[src/rtl/pc_redirect_ctrl.sv]
// Control-flow sequencer between the EX branch unit and fetch: boot redirect, taken-branch
// redirect handshake, IF/ID flush window and taken-redirect counter. Optional BRANCH_MISALIGN_TRAP_EN.
module pc_redirect_ctrl #(
  parameter logic [31:0] RESET_PC     = 32'h0000_0000,
  parameter int unsigned FLUSH_CYCLES = 2
`ifdef BRANCH_MISALIGN_TRAP_EN
  ,
  parameter logic [31:0] TRAP_VEC     = 32'h0000_0100
`endif
) (
  input  logic        i_clk,
  input  logic        i_rst,
  input  logic        i_ex_valid,
  input  logic        i_b_taken,
  input  logic [31:0] i_b_pc,
  input  logic        i_stall,
  input  logic        i_fetch_ready,
  output logic        o_redirect_valid,
  output logic [31:0] o_redirect_pc,
  output logic        o_flush_if_id,
  output logic        o_busy,
  output logic [31:0] o_taken_cnt
`ifdef BRANCH_MISALIGN_TRAP_EN
  ,
  output logic        o_misalign
`endif
);

  localparam int unsigned PC_W   = 32;
  localparam int unsigned CNT_W  = 32;
  localparam int unsigned FCNT_W = (FLUSH_CYCLES > 1) ? $clog2(FLUSH_CYCLES) : 1;

  typedef enum logic [1:0] {
    BOOT     = 2'd0,
    IDLE     = 2'd1,
    REDIRECT = 2'd2,
    FLUSH    = 2'd3
  } state_t;

  state_t            state, state_n;
  logic              valid_n;
  logic [PC_W-1:0]   pc_n;
  logic              flush_n;
  logic              busy_n;
  logic [CNT_W-1:0]  cnt_n;
  logic [FCNT_W-1:0] fcnt, fcnt_n;
  logic [PC_W-1:0]   target_c;
  logic              capture_c;

  // Redirect target chosen at capture time
`ifdef BRANCH_MISALIGN_TRAP_EN
  logic misaligned_c;
  logic misalign_n;
  assign misaligned_c = (i_b_pc[1:0] != 2'b00);
  assign target_c     = misaligned_c ? TRAP_VEC : i_b_pc;
`else
  logic unused_pc_bits;
  assign unused_pc_bits = ^i_b_pc[1:0];
  assign target_c       = {i_b_pc[PC_W-1:2], 2'b00};
`endif

  assign capture_c = i_ex_valid & i_b_taken & ~i_stall;

  // Next-state and next-output logic
  always_comb begin
    state_n = state;
    valid_n = o_redirect_valid;
    pc_n    = o_redirect_pc;
    flush_n = o_flush_if_id;
    cnt_n   = o_taken_cnt;
    fcnt_n  = fcnt;
`ifdef BRANCH_MISALIGN_TRAP_EN
    misalign_n = 1'b0;
`endif
    unique case (state)
      BOOT: begin
        pc_n    = RESET_PC;
        flush_n = 1'b0;
        valid_n = 1'b1;
        if (o_redirect_valid && i_fetch_ready) begin
          valid_n = 1'b0;
          state_n = IDLE;
        end
      end
      IDLE: begin
        valid_n = 1'b0;
        flush_n = 1'b0;
        if (capture_c) begin
          state_n = REDIRECT;
          valid_n = 1'b1;
          flush_n = 1'b1;
          pc_n    = target_c;
`ifdef BRANCH_MISALIGN_TRAP_EN
          misalign_n = misaligned_c;
`endif
        end
      end
      REDIRECT: begin
        valid_n = 1'b1;
        flush_n = 1'b1;
        if (i_fetch_ready) begin
          valid_n = 1'b0;
          state_n = FLUSH;
          fcnt_n  = FCNT_W'(FLUSH_CYCLES - 1);
          if (o_taken_cnt != {CNT_W{1'b1}}) begin
            cnt_n = o_taken_cnt + CNT_W'(1);
          end
        end
      end
      FLUSH: begin
        valid_n = 1'b0;
        flush_n = 1'b1;
        if (fcnt == '0) begin
          state_n = IDLE;
          flush_n = 1'b0;
        end else begin
          fcnt_n = fcnt - FCNT_W'(1);
        end
      end
      default: begin
        state_n = BOOT;
      end
    endcase
    busy_n = (state_n != IDLE);
  end

  // State and output registers; reset aborts any in-flight redirect or flush
  always_ff @(posedge i_clk) begin
    if (i_rst) begin
      state            <= BOOT;
      o_redirect_valid <= 1'b0;
      o_redirect_pc    <= RESET_PC;
      o_flush_if_id    <= 1'b0;
      o_busy           <= 1'b1;
      o_taken_cnt      <= '0;
      fcnt             <= '0;
`ifdef BRANCH_MISALIGN_TRAP_EN
      o_misalign       <= 1'b0;
`endif
    end else begin
      state            <= state_n;
      o_redirect_valid <= valid_n;
      o_redirect_pc    <= pc_n;
      o_flush_if_id    <= flush_n;
      o_busy           <= busy_n;
      o_taken_cnt      <= cnt_n;
      fcnt             <= fcnt_n;
`ifdef BRANCH_MISALIGN_TRAP_EN
      o_misalign       <= misalign_n;
`endif
    end
  end

endmodule

[config.mk]
export PLATFORM = sky130hd
export DESIGN_NAME = pc_redirect_ctrl
export DESIGN_NICKNAME = d
export VERILOG_FILES = /design/src/rtl/pc_redirect_ctrl.sv
export SDC_FILE = /design/constraint.sdc
export NUM_CORES = 1
export LEC_CHECK = 0
export CAP_MARGIN = 40
export CORE_UTILIZATION = 39
export DETAILED_ROUTE_END_ITERATION = 7
export DONT_BUFFER_PORTS = 1
export SYNTH_ARGS = -nofsm -noshare
export SYNTH_HDL_FRONTEND = slang
export SYNTH_SLANG_ARGS = --single-unit
[constraint.sdc]
create_clock -name i_clk -period 3.6 [get_ports i_clk]
set_input_delay 0.54 -clock i_clk [delete_from_list [all_inputs] [get_ports i_clk]]
set_output_delay 0.54 -clock i_clk [all_outputs]
set_load 0.05 [all_outputs]
==> results.yml <==
sta:
  fin_setup_tns_ns: 0
  clock_skew_ns: 0.01068
  hold_ws_ns: 0.2544
  headroom_to_the_max_slew_limit_pct: 50.93
  report.final.setup_viol: 0
  max_slew.worst_pin.slew_ns: 0.7321
  rsz0062_at_grt: "false"
  period_share_pct: 77.25
  report.final.hold_viol_count: 0
  maxClockFrequency_mhz: 359.6
  timing.final.max_slew_violations: 0
  final_period_minus_worst_setup_slack_ns: 2.781
power_and_ir_drop:
  leakage_nw: 1.075
  cell_internal_pwr_w: 0.001187
  power.switching_fraction_pct: 23.38
  peakVddDrop_mv: 0.2108
  power_density_nw_per_um2: 476.5
  power_frac_clock_pct: 47.6
  p_comb_share_pct: 2.2
  switchingPower_w: 0.0003622
  power.share.sequential_pct: 50.2
die:
  die_width_um: 88.55
  die_y_um: 88.55
  top_level_ports: 105
  floorplan.die_area_sq_um: 7841
  fp-row-count: 31
  start_util_pct: 40.28
  coreArea_sq_um: 7253
cts:
  post_cts_resize_count: 0
  cts_buffers: 9
  tritoncts: "built"
  post_cts_hold_buffer_count: 0
  clock_tree.buffer_depth: 2
  cts.root.buffer_cell: "sky130_fd_sc_hd__clkbuf_8"
  number_of_sinks_handled_by_clock_tree_synthesis: 68
  cts.htree.levels: 3
  clkLatencyLatePin_ns: 0.35
  cts.clk_slew.worst_paths_ns: 0.08
  post-cts-setup-buffers: 0
route:
  drt-total-wl_mm: 6.749
  post_drt_wl_per_cell_um: 15.77
  postRouteAntennaNets: 0
  drt_drc_violations_left: 0
  drt-vias-per-instance: 5.815
  first_iteration_detailed_routing_drc_count: 113
  drt-pass1-iter-count: 4
  dr_total_vias: 2489
placed_design:
  detailedPlacementHpwl_mm: 4.387
  finalWeightedCongestion: 0.7565
  place.port_buffers: 0
setup_path:
  slowest_stage: "sky130_fd_sc_hd__dfxtp_1"
  timing.critical_path.from_type: "register"
  timing.critical_path.arrival_ns: 3.06
  critical_path.endpoint_type: "register"
  slowest_cell_delay_on_critical_path_ns: 0.72
  reg_to_reg_setup_timing_slack_ns: 0.82
  cp.required_ns: 3.88
  crit_type: "register to register"
  timing.critical_path.cells: "and4_2 > nand4_2 > nor3_2 > buf_4 > o21ai_0 > a21oi_1"
  cell_count_of_the_worst_reg_to_reg_path: 6
  critical_path_peak_fanout: 24
synth:
  yosys.area_share.adder_pct: 0.4283
  syn_area_sq_um: 2922
  synth_cell_types: 41
  synth_sequential_area_ratio_pct: 46.60
  synth_simple_gate_area_share_pct: 27.32
  asyncSetResetFlopFracSynth_pct: 0
  synth-compound-area-share_pct: 19.10
  muxShareOfSynthArea_pct: 0
  yosys_warnings: 0
  ys_ff_latch: 68
  number_of_enable_type_register_cells_in_the_synthesized_netlist: 0
  post_synth_xor_xnor_area_pct: 2.099
  post_synth.cell_area_avg_sq_um: 8.853
  synth_top_family_by_area: "simple AND/OR/NAND/NOR gates"
  post_synth_inst_count: 330
  ys.flop_type: "sky130_fd_sc_hd__dfxtp_1"
global_routing:
  grt_start_max_net_pins: 68
  antenna_found_initial: 0
  global_route_wire_length_before_repair_mm: 10.23
  grt_overflow_total: 0
  grtUsageTotal_pct: 17.19
  via_count_of_the_first_global_routing_pass: 2187
finish:
  syn2layout_area_growth_pct: 11.26
  drive_above_1_share_pct: 10.94
  commonest_cells_after_routing_fill_and_taps_aside: "sky130_fd_sc_hd__dfxtp_1, sky130_fd_sc_hd__nor2_1, sky130_fd_sc_hd__a22oi_1"
  design.final.nets: 363
  layout.cells.most_common: "sky130_fd_sc_hd__dfxtp_1"
  insertedDiodeCount: 0
outcome:
  outcome: "complete, no violations"
flow_run:
  max_cap_viol_count: 0
hold_path:
  hp-class: "input port to register"
  whs_path_depth: 1
==> registers in the layout (all words and copies together) (netlist names) <==
register	count
o_busy	1
o_flush_if_id	1
o_redirect_valid	1
state	2
fcnt	1
o_redirect_pc	30
o_taken_cnt	32
==> power by group through the flow <==
stage               clock network [W]  registers (W)  logic [W]
floorplan                           0       0.000794  0.0000359
global placement                    0       0.000795  0.0000281
detailed placement                  0       0.000795  0.0000349
CTS                          0.000753       0.000777  0.0000351
global route                 0.000784       0.000778  0.0000379
finish                       0.000737       0.000777  0.0000347
==> layout make-up <==
type                    count  area [sq um]
fillers                   713          4003
multi-input cells         234          1443
flip-flops and latches     68          1361
clock buffers              10         137.6
well taps                  99         123.9
clock inverters             6         93.84
repair buffers              8         80.08
inverters                   3         11.26
==> path summary, 6_finish.rpt <==
check / start / to
max: o_taken_cnt[11] / o_taken_cnt[4]
min: i_rst / o_redirect_pc[5]
max reg2reg: o_taken_cnt[11] / o_taken_cnt[4]
min reg2reg: fcnt / fcnt
==> synth_stat cells (2+ instances only) <==
| master | number | area share (%) |
|---|---|---|
| sky130_fd_sc_hd__dfxtp_1 | 68 | 47 |
| sky130_fd_sc_hd__nor2_1 | 42 | 5.4 |
| sky130_fd_sc_hd__a22oi_1 | 30 | 7.7 |
| sky130_fd_sc_hd__a21oi_1 | 27 | 4.6 |
| sky130_fd_sc_hd__clkbuf_1 | 17 | 2.2 |
| sky130_fd_sc_hd__o21ai_0 | 15 | 2.6 |
| sky130_fd_sc_hd__nand3_1 | 12 | 2.1 |
| sky130_fd_sc_hd__nand4_1 | 12 | 2.6 |
| sky130_fd_sc_hd__or3_1 | 12 | 2.6 |
| sky130_fd_sc_hd__o31ai_1 | 11 | 2.8 |
| sky130_fd_sc_hd__or4_1 | 11 | 2.8 |
| sky130_fd_sc_hd__and2_1 | 7 | 1.5 |
| sky130_fd_sc_hd__nand2_1 | 7 | 0.90 |
| sky130_fd_sc_hd__xnor2_1 | 7 | 2.1 |
| sky130_fd_sc_hd__and3_1 | 6 | 1.3 |
| sky130_fd_sc_hd__and4_1 | 5 | 1.5 |
| sky130_fd_sc_hd__buf_2 | 4 | 0.69 |
| sky130_fd_sc_hd__buf_4 | 3 | 0.77 |
| sky130_fd_sc_hd__inv_1 | 3 | 0.39 |
| sky130_fd_sc_hd__nand3b_1 | 3 | 0.77 |
| sky130_fd_sc_hd__nor3_1 | 3 | 0.51 |
| sky130_fd_sc_hd__nor4_1 | 3 | 0.64 |
| sky130_fd_sc_hd__nand2_2 | 2 | 0.43 |
| sky130_fd_sc_hd__nand4_2 | 2 | 0.86 |
| sky130_fd_sc_hd__nor2b_1 | 2 | 0.43 |
==> routing by layer <==
layer | global-route usage (%) | part of all wire (%) | wire [um] | vias to the layer above
met1 | 21.25 | 46 | 3095 | 1173
met4 | 7.478 | 1.5 | 101 | 0
met2 | 26.57 | 45 | 3009 | 93
li1 | - | - | - | 1214
met3 | 6.716 | 8.0 | 542 | 9
met5 | 0 | 0 | 0 | -
==> stage by stage <==
stage           power, W  cell area [sq um]  util, %  setup slack [ns]  cells
6_report        0.001549               3251    44.82            0.8190    428
5_1_grt         0.001600               3251    44.82            0.6148    428
4_1_cts         0.001566               3251    44.82            0.7942    428
3_5_place_dp   0.0008299               3019    41.63            0.8142    412
3_3_place_gp   0.0008233               2992    41.25            0.9197    411
2_1_floorplan  0.0008295               2925        -             1.455    331
==> cell families after synthesis <==
family,after synthesis
adders and majority gates,1
and+or+nand+nor,136
DFF,68
buffers and inverters,29
AOI/OAI and AO/OA,88
other,1
xor gates and xnor gates,7
==> critical path, delay by kind of cell, from the launching register on <==
family / cells / cell delay [ns]
buffers and inverters: 1 / 0.35
DFF: 1 / 0.72
and+or+nand+nor: 3 / 1.35
AOI/OAI and AO/OA: 2 / 0.30
Note: power is estimated with default switching activity, not from simulation.
